<file path="src/rtl/pipe_stage_buf.sv">
// pipe_stage_buf
//   Elastic pipeline-stage register built as a 2-entry skid buffer. It carries a
//   DATA_W-bit packed stage bundle with valid/ready handshaking on both sides.
//   in_ready comes from registered state only, so there is no combinational path
//   from out_ready back to in_ready. A synchronous flush squashes the stage into
//   an all-zero bubble. Two saturating event counters count stalls and flushes.
//
// Ports
//   CLK        clock
//   nRST       asynchronous active-low reset
//   in_valid   upstream bundle valid
//   in_ready   stage can accept (decoded from registered state)
//   in_data    upstream bundle
//   out_valid  head bundle valid
//   out_ready  downstream accepts head
//   out_data   head bundle, all zeros while out_valid=0
//   flush      synchronous squash of all held and incoming data
//   cnt_clr    synchronous clear of both counters (wins over increment)
//   occupancy  entries held: 0, 1 or 2
//   stall_cnt  cycles with out_valid=1 and out_ready=0, saturating
//   flush_cnt  cycles with flush=1, saturating
module pipe_stage_buf #(
  parameter int DATA_W = 32,
  parameter int CNT_W  = 16
) (
  input  logic              CLK,
  input  logic              nRST,
  input  logic              in_valid,
  output logic              in_ready,
  input  logic [DATA_W-1:0] in_data,
  output logic              out_valid,
  input  logic              out_ready,
  output logic [DATA_W-1:0] out_data,
  input  logic              flush,
  input  logic              cnt_clr,
  output logic [1:0]        occupancy,
  output logic [CNT_W-1:0]  stall_cnt,
  output logic [CNT_W-1:0]  flush_cnt
);

  typedef enum logic [1:0] {
    EMPTY = 2'd0,
    ONE   = 2'd1,
    FULL  = 2'd2
  } state_t;

  localparam logic [DATA_W-1:0] DATA_ZERO = {DATA_W{1'b0}};
  localparam logic [CNT_W-1:0]  CNT_ZERO  = {CNT_W{1'b0}};
  localparam logic [CNT_W-1:0]  CNT_ONE   = {{(CNT_W-1){1'b0}}, 1'b1};
  localparam logic [CNT_W-1:0]  CNT_MAX   = {CNT_W{1'b1}};

  state_t            state_q, state_d;
  logic [DATA_W-1:0] main_q, main_d;
  logic [DATA_W-1:0] skid_q, skid_d;
  logic [CNT_W-1:0]  stall_cnt_q, stall_cnt_d;
  logic [CNT_W-1:0]  flush_cnt_q, flush_cnt_d;

  logic in_fire_s;
  logic out_fire_s;
  logic stall_s;

  // Saturating increment: holds at all-ones instead of wrapping.
  function automatic logic [CNT_W-1:0] sat_inc(input logic [CNT_W-1:0] v);
    logic [CNT_W-1:0] r;
    if (v == CNT_MAX) begin
      r = CNT_MAX;
    end else begin
      r = v + CNT_ONE;
    end
    return r;
  endfunction

  // Output decode from registered state only.
  always_comb begin
    out_valid = (state_q != EMPTY);
    in_ready  = (state_q != FULL);
    out_data  = main_q;
    case (state_q)
      EMPTY:   occupancy = 2'd0;
      ONE:     occupancy = 2'd1;
      FULL:    occupancy = 2'd2;
      default: occupancy = 2'd0;
    endcase
    stall_cnt = stall_cnt_q;
    flush_cnt = flush_cnt_q;
  end

  assign in_fire_s  = in_valid & in_ready;
  assign out_fire_s = out_valid & out_ready;
  assign stall_s    = out_valid & ~out_ready;

  // Next-state for the buffer; flush overrides every handshake and zeroes both entries.
  always_comb begin
    state_d = state_q;
    main_d  = main_q;
    skid_d  = skid_q;
    if (flush) begin
      state_d = EMPTY;
      main_d  = DATA_ZERO;
      skid_d  = DATA_ZERO;
    end else begin
      case (state_q)
        EMPTY: begin
          if (in_fire_s) begin
            state_d = ONE;
            main_d  = in_data;
          end else begin
            state_d = EMPTY;
          end
        end
        ONE: begin
          if (in_fire_s && out_fire_s) begin
            state_d = ONE;
            main_d  = in_data;
          end else if (in_fire_s) begin
            state_d = FULL;
            skid_d  = in_data;
          end else if (out_fire_s) begin
            // Zero the head on drain so a bubble reads as a NOP.
            state_d = EMPTY;
            main_d  = DATA_ZERO;
          end else begin
            state_d = ONE;
          end
        end
        FULL: begin
          if (out_fire_s) begin
            state_d = ONE;
            main_d  = skid_q;
            skid_d  = DATA_ZERO;
          end else begin
            state_d = FULL;
          end
        end
        default: begin
          state_d = EMPTY;
          main_d  = DATA_ZERO;
          skid_d  = DATA_ZERO;
        end
      endcase
    end
  end

  // Next-state for the event counters; clear beats increment, flush leaves them alone.
  always_comb begin
    stall_cnt_d = stall_cnt_q;
    flush_cnt_d = flush_cnt_q;
    if (cnt_clr) begin
      stall_cnt_d = CNT_ZERO;
      flush_cnt_d = CNT_ZERO;
    end else begin
      if (stall_s) begin
        stall_cnt_d = sat_inc(stall_cnt_q);
      end else begin
        stall_cnt_d = stall_cnt_q;
      end
      if (flush) begin
        flush_cnt_d = sat_inc(flush_cnt_q);
      end else begin
        flush_cnt_d = flush_cnt_q;
      end
    end
  end

  // State, data and counter registers with asynchronous reset.
  always_ff @(posedge CLK or negedge nRST) begin
    if (!nRST) begin
      state_q     <= EMPTY;
      main_q      <= DATA_ZERO;
      skid_q      <= DATA_ZERO;
      stall_cnt_q <= CNT_ZERO;
      flush_cnt_q <= CNT_ZERO;
    end else begin
      state_q     <= state_d;
      main_q      <= main_d;
      skid_q      <= skid_d;
      stall_cnt_q <= stall_cnt_d;
      flush_cnt_q <= flush_cnt_d;
    end
  end

endmodule

</file>
<file path="config.mk">
export PLATFORM = sky130hd
export DESIGN_NAME = pipe_stage_buf
export DESIGN_NICKNAME = d
export VERILOG_FILES = /design/src/rtl/pipe_stage_buf.sv
export SDC_FILE = /design/constraint.sdc
export NUM_CORES = 1
export LEC_CHECK = 0
export ABC_AREA = 1
export BUFFER_PORTS_ARGS = -buffer_cell sky130_fd_sc_hd__buf_2
export CAP_MARGIN = 40
export CORE_ASPECT_RATIO = 0.9
export CORE_MARGIN = 2
export CORE_UTILIZATION = 60
export DETAILED_ROUTE_END_ITERATION = 10
export MAX_ROUTING_LAYER = met4
export PLACE_DENSITY = 0.92
export SYNTH_ARGS = -nofsm -noshare
export SYNTH_HDL_FRONTEND = slang
export SYNTH_SLANG_ARGS = --single-unit
</file>
<file path="constraint.sdc">
create_clock -name CLK -period 2.9 [get_ports CLK]
set_input_delay 0.58 -clock CLK [delete_from_list [all_inputs] [get_ports CLK]]
set_output_delay 0.58 -clock CLK [all_outputs]
set_load 0.01 [all_outputs]
</file>
==> results.md, run 1 <==
| Parameter | Reported |
|:---|:---|
| Status | completed |
| Number of buffers inserted by hold repair at cts | 0 |
| Count of vias placed by the detailed router | 5,180 |
| Post-route antenna net violation count | 0 |
| Largest cells by area after synthesis | dfrtp_1, nand2_1, nand3_1 |
| Layout overhead on the synthesized area | 13.6% |
| Largest net degree at the start of global routing | 66 |
| Number of top-level pins | 106 |
| Initial cell density of the core | 61.6% |
| Total buffers and inverters traversed by the critical path | 3 |
| Non-Filler Instances | 965 |
| Critical Setup Path Class | reg -> reg |
| Maximum fanout along the worst path | 64 |
| Crit path required time | 3170 ps |
| Post-route clock period utilization | 86.0% |
| CP top delay family | simple AND/OR/NAND/NOR gates |
| DR DRC count | 0 |
| Util after Layout | 70.0% |
| Dpl cells | 949 |
| Critical-path cell with the highest stage delay | nand2_8 |
| Fin worst setup slack | 406 ps |
| Power Dens Cells | 478 mW/mm² |
| Number of nets produced by synthesis | 793 |
| Clock Latency Late Sink | 360 ps |
| Overall die width | 106 µm |
| Sequential share of the synthesized area | 43.8% |
| Startpoint types | flop |
| Maximum clock rate | 0.401 GHz |
| Syn Inst Count | 751 |
| Count of unique library cells instantiated by Yosys | 28 |
| Die ar. | 0.0101 mm² |
| Detailed-route vias per instance | 5.37 |
| Post-CTS Resized | 0 |
| Hold Crit Class | in -> async |
| Most common cell after layout, fill and taps aside | nand2_1 |
| Vias in the first global route | 4,784 |
| Static leakage | 3.35 nW |
| Worst slew pin tran | 657 ps |
| Clock root buffer | clkbuf_8 |
| Maximum resistive drop on vdd | 318 µV |
| CTS tree | yes |
| GRT Total Usage | 28.3% |
| Fraction of post-synthesis cell area in the top cell type by area | 43.8% |
| Area post-placement | 0.00615 mm² |
| Synth warnings | 0 |
| Post-DP HPWL | 8.75 mm |
| Total clock buffers created by CTS | 9 |
| Mean area per synthesized cell | 7.45 µm² |
| Share of post-route cells with drive strength above 1 | 24.1% |
| Final critical path time including I/O delays and setup | 2490 ps |
| Average wire length per cell after detail routing | 13.5 µm |
| Antenna cells | 0 |
| Leftover overflow at the end of global routing | 0 |
| Global-route wire length before repair | 22.4 mm |
| Cell-by-cell listing of the critical path | inv_2 -> nand2_1 -> nand2_1 -> inv_1 -> ha_1 -> or2_0 -> buf_4 -> nand3b_4 -> nand2_8 -> nand2_1 -> o21ai_1 |
| Row count | 33 |
| Detailed Route WL | 13.0 mm |
| Post-route clock skew | 13.3 ps |
| Placeable core region | 0.00908 mm² |
| Total power | 3.04 mW |
| Final Hold Violating Endpoints | 0 |
| Endpoint class of the critical path | flop |
| Rel. slew slack | 56.2% |
| First-pass iteration count of the detailed router | 4 |
| Number of DRC violations after detailed-routing iteration 0 | 363 |
| Reported max-cap violation count | 0 |
| Final-report setup violation count | 0 |
| Number of levels the H-tree was split into | 3 |
| Max clock buf depth | 2 |
| Post-CTS setup buffer count | 0 |
| Most repeated library cell on the critical path | nand2_1 |
| Sum Neg Setup Slack | 0 ps |
| Setup repair after global routing missed its margin | false |
| Number of register bits inferred by synthesis | 98 |
| Antenna violations before repair | 0 |
| TritonCTS Sinks | 98 |
| NumNets Final | 880 |
| Cell area after synthesis | 0.00560 mm² |
| Post-place setup slack | 407 ps |
| Count of input and output buffers | 105 |
| Die Y-Extent | 95.6 µm |
| Post-CTS clock slew at the launch and capture registers of the worst setup and hold paths | 100 ps |
| WP data arrival | 2770 ps |
| Routability-driven placement congestion ratio | 0.896 |
| Final standard cell area without fillers | 0.00636 mm² |
| Final Max Slew Viols | 0 |
| Slowest stage delay, CP | 430 ps |
| Highest-count cells in the layout ignoring fill and taps | nand2_1, nand3_1, buf_2, dfrtp_1 |
| Library cell with the largest summed area after synthesis | dfrtp_1 |
| Fin Hold WS | 225 ps |
-- cells in the mapped netlist --
cell type / instances
nand3_4: 1
o21ai_0: 17
nor2_1: 31
o21ai_1: 39
nor3_1: 4
nand4_1: 6
nand2_8: 1
nand3_2: 1
nand3b_4: 1
buf_6: 4
nor2_2: 3
ha_1: 4
nand2_2: 26
dfrtp_1: 98
nand2_1: 273
inv_2: 8
buf_8: 2
o21ai_2: 28
inv_1: 40
xor2_1: 12
o221ai_1: 1
xnor2_1: 2
or2_0: 1
buf_2: 20
clkbuf_1: 13
nand3_1: 112
buf_1: 1
o211ai_1: 2
-- final timing paths --
kind                                   from           end  slack [ps]  cells past startpoint
worst max-delay path             state_q[0]   out_data[8]         410                     11
worst min-delay path                   nRST  flush_cnt[6]         220                      1
worst max register to register   state_q[0]   out_data[8]         410                     11
worst min register to register  out_data[5]   out_data[5]         490                      2
max in group asynchronous              nRST  flush_cnt[7]        2000                      2
min in group CLK                out_data[5]   out_data[5]         490                      2
-- area by class of cell --
| type | count | area, µm² |
|---|---|---|
| fillers | 784 | 2720 |
| inverters | 48 | 180 |
| well taps | 122 | 153 |
| multi-input cells | 565 | 2740 |
| repair buffers | 116 | 623 |
| flip-flops and latches | 98 | 2450 |
| clock buffers | 10 | 138 |
| clock inverters | 6 | 70.1 |
-- metal layers --
layer	wire length, µm	GRT usage (%)	up-vias	share of wire, %
li1	-	-	2590	-
met1	5790	36.9	2423	44
met2	6330	47.5	161	49
met3	843	5.47	6	6.5
met4	65	4.71	0	0.50
met5	0	-	-	0
-- logic make-up after synthesis --
group	after synthesis	synth area share, %
flip-flops	98	43.8
buffers and inverters	88	7.29
adder cells (fa/ha/maj)	4	0.894
AND/OR/NAND/NOR	460	36.0
AO/OA/AOI/OAI	87	9.81
XOR/XNOR	14	2.19
-- flip-flops by register name, indices dropped and copies added, names as in the netlist --
signal and count:
flush_cnt 16, out_data 32, skid_q 32, stall_cnt 16, state_q 2
-- report_power, final --
group,total [mW],switching (mW),internal [mW]
clock network,0.926,0.494,0.432
registers,1.52,0.0668,1.46
logic,0.591,0.395,0.196
total,3.04,0.955,2.09
Power figures use the tool's default switching activity.
==> run 2: changes to the inputs <==
Settings changed: CORE_UTILIZATION 60 to 51, GPL_TIMING_DRIVEN set to 0, PLACE_DENSITY 0.92 to 0.84.
Clock period 2.9 ns to 2 ns, I/O delays scaled along.
==> results.md, run 2 (synthesized netlist as in run 1, its figures left out) <==
| Parameter | Reported |
|:---|:---|
| Antenna violations before repair | 0 |
| Routability-driven placement congestion ratio | 0.914 |
| Crit path required time | 2260 ps |
| Row count | 36 |
| Maximum fanout along the worst path | 6 |
| Maximum clock rate | 0.485 GHz |
| GR Layer Usage met2 | 38.8% |
| Met1 Resource Use GR | 36.0% |
| Average wire length per cell after detail routing | 15.3 µm |
| Highest-count cells in the layout ignoring fill and taps | nand2_1, buf_2, nand3_1, dfrtp_1, inv_1 |
| First-pass iteration count of the detailed router | 5 |
| Reported max-cap violation count | 0 |
| Leftover overflow at the end of global routing | 0 |
| Clock root buffer | clkbuf_16 |
| P_int | 3.43 mW |
| Final standard cell area without fillers | 0.00700 mm² |
| Number of DRC violations after detailed-routing iteration 0 | 424 |
| TritonCTS Sinks | 98 |
| Hold Crit Class | in -> async |
| Fin worst setup slack | -59.8 ps |
| Rel. slew slack | 44.0% |
| Met3 Resource Use GR | 5.83% |
| Util after Layout | 65.1% |
| Layout overhead on the synthesized area | 25.2% |
| Power Dens Cells | 707 mW/mm² |
| Post-route antenna net violation count | 0 |
| Max clock buf depth | 2 |
| Total clock buffers created by CTS | 9 |
| Die ar. | 0.0118 mm² |
| Part of the total power dissipated in sequential elements | 44.8% |
| Detailed Route WL | 15.7 mm |
| Sum Neg Setup Slack | -1090 ps |
| Proportion of power drawn by the clock network | 30.8% |
| Initial cell density of the core | 52.0% |
| Worst slew pin tran | 840 ps |
| Maximum resistive drop on vdd | 452 µV |
| Most common cell after layout, fill and taps aside | nand2_1 |
| Share of post-route cells with drive strength above 1 | 27.5% |
| Count of vias placed by the detailed router | 5,552 |
| Critical Setup Path Class | reg -> reg |
| Clock Latency Late Sink | 340 ps |
| Antenna cells | 0 |
| Switching Share | 30.8% |
| Placeable core region | 0.0108 mm² |
| Startpoint types | flop |
| Global-route wire length before repair | 23.6 mm |
| Count of input and output buffers | 105 |
| Vias in the first global route | 4,754 |
| Status | finished with violations |
| Final Hold Violating Endpoints | 0 |
| Endpoint class of the critical path | flop |
| Power spent charging and discharging nets | 1.52 mW |
| GRT Total Usage | 26.2% |
| Final-report setup violation count | 29 |
| Overall die width | 114 µm |
| Number of top-level pins | 106 |
| Largest net degree at the start of global routing | 65 |
| NumNets Final | 927 |
| Setup repair after global routing missed its margin | true |
| Static leakage | 3.70 nW |
| Fin Hold WS | 153 ps |
| Die Y-Extent | 103 µm |
| Number of levels the H-tree was split into | 3 |
| Post-CTS clock slew at the launch and capture registers of the worst setup and hold paths | 60 ps |
| Final Max Slew Viols | 0 |
| DR DRC count | 0 |
| Violations in the final reports | negative setup slack |
| Detailed-route vias per instance | 5.44 |
| CTS tree | yes |
| Post-DP HPWL | 10.4 mm |
| Final critical path time including I/O delays and setup | 2060 ps |
| Post-route clock period utilization | 103% |
| Share of power burned in combinational logic | 24.4% |
| WP data arrival | 2320 ps |
| Area post-placement | 0.00632 mm² |
| Post-place setup slack | -294 ps |
| Gr busiest metal | met2 |
| Post-route clock skew | 5.66 ps |
## run 2: cell types whose count changed in the layout (fill, tap and decap cells not counted), sizes merged
| cell | before | now |
|---|---|---|
| buf | 116 | 142 |
| bufinv | 1 | 0 |
| clkbuf | 10 | 30 |
| clkinv | 2 | 1 |
| inv | 51 | 48 |
| nand2 | 300 | 302 |
| nand3 | 114 | 115 |
## run 2: through the flow
stage	cells	total power, mW
global route	1020	5.17
global placement	989	3.17
finish	1020	4.95
detailed placement	990	3.20
floorplan	751	2.83
CTS	1010	4.81
## run 2: critical path: stages, from the launching register on
cell and delay [ps]:
dfrtp_2 440, inv_2 90, nand2_4 70, nand2_4 80
inv_4 40, ha_4 170, or2_4 240, buf_8 140
nand3b_4 240, nand2_8 180, buf_12 130, nand2_2 60
o21ai_2 80
## run 2: worst paths after layout
kind / startpoint / endpoint / slack, ps / cells past startpoint
max in group asynchronous: nRST / state_q[0] / 1170 / 2
hold reg to reg: out_data[8] / out_data[8] / 480 / 2
min in group CLK: in_data[24] / skid_q[24] / 330 / 3
setup / recovery: state_q[0] / out_data[25] / -60 / 12
hold / removal: nRST / stall_cnt[14] / 150 / 1
setup reg to reg: state_q[0] / out_data[25] / -60 / 12
## run 2: what timing repair did
action / 4_1_cts / 5_1_grt
buffers inserted: 6 / 4
pin swaps: 4 / 6
setup endpoints to repair: 66 / 77
hold buffers: 0 / 0
cloned: 3 / 6
gates resized for setup: 28 / 37
## run 2: final cells by class
type / instances / area [µm²]
tap: 133 / 166
buffer: 38 / 314
sequential: 98 / 2450
timing repair buffer: 122 / 749
multi-input combinational: 568 / 2900
fill: 913 / 3760
inverter: 48 / 183
clock buffer: 12 / 236
clock inverter: 1 / 5.00
## run 2: power groups by stage
| stage | clock network, mW | registers [mW] | logic, mW |
|---|---|---|---|
| after floorplan | 0 | 2.28 | 0.553 |
| after global placement | 0 | 2.24 | 0.930 |
| after detailed placement | 0 | 2.24 | 0.956 |
| after CTS | 1.56 | 2.20 | 1.04 |
| after global routing | 1.63 | 2.23 | 1.31 |
| final | 1.52 | 2.22 | 1.21 |
## run 2: routing by layer
metal,up-vias,part of all wire [%]
met1,2587,43
met3,27,8.3
met2,252,46
li1,2686,-
met4,0,2.0
met5,-,0
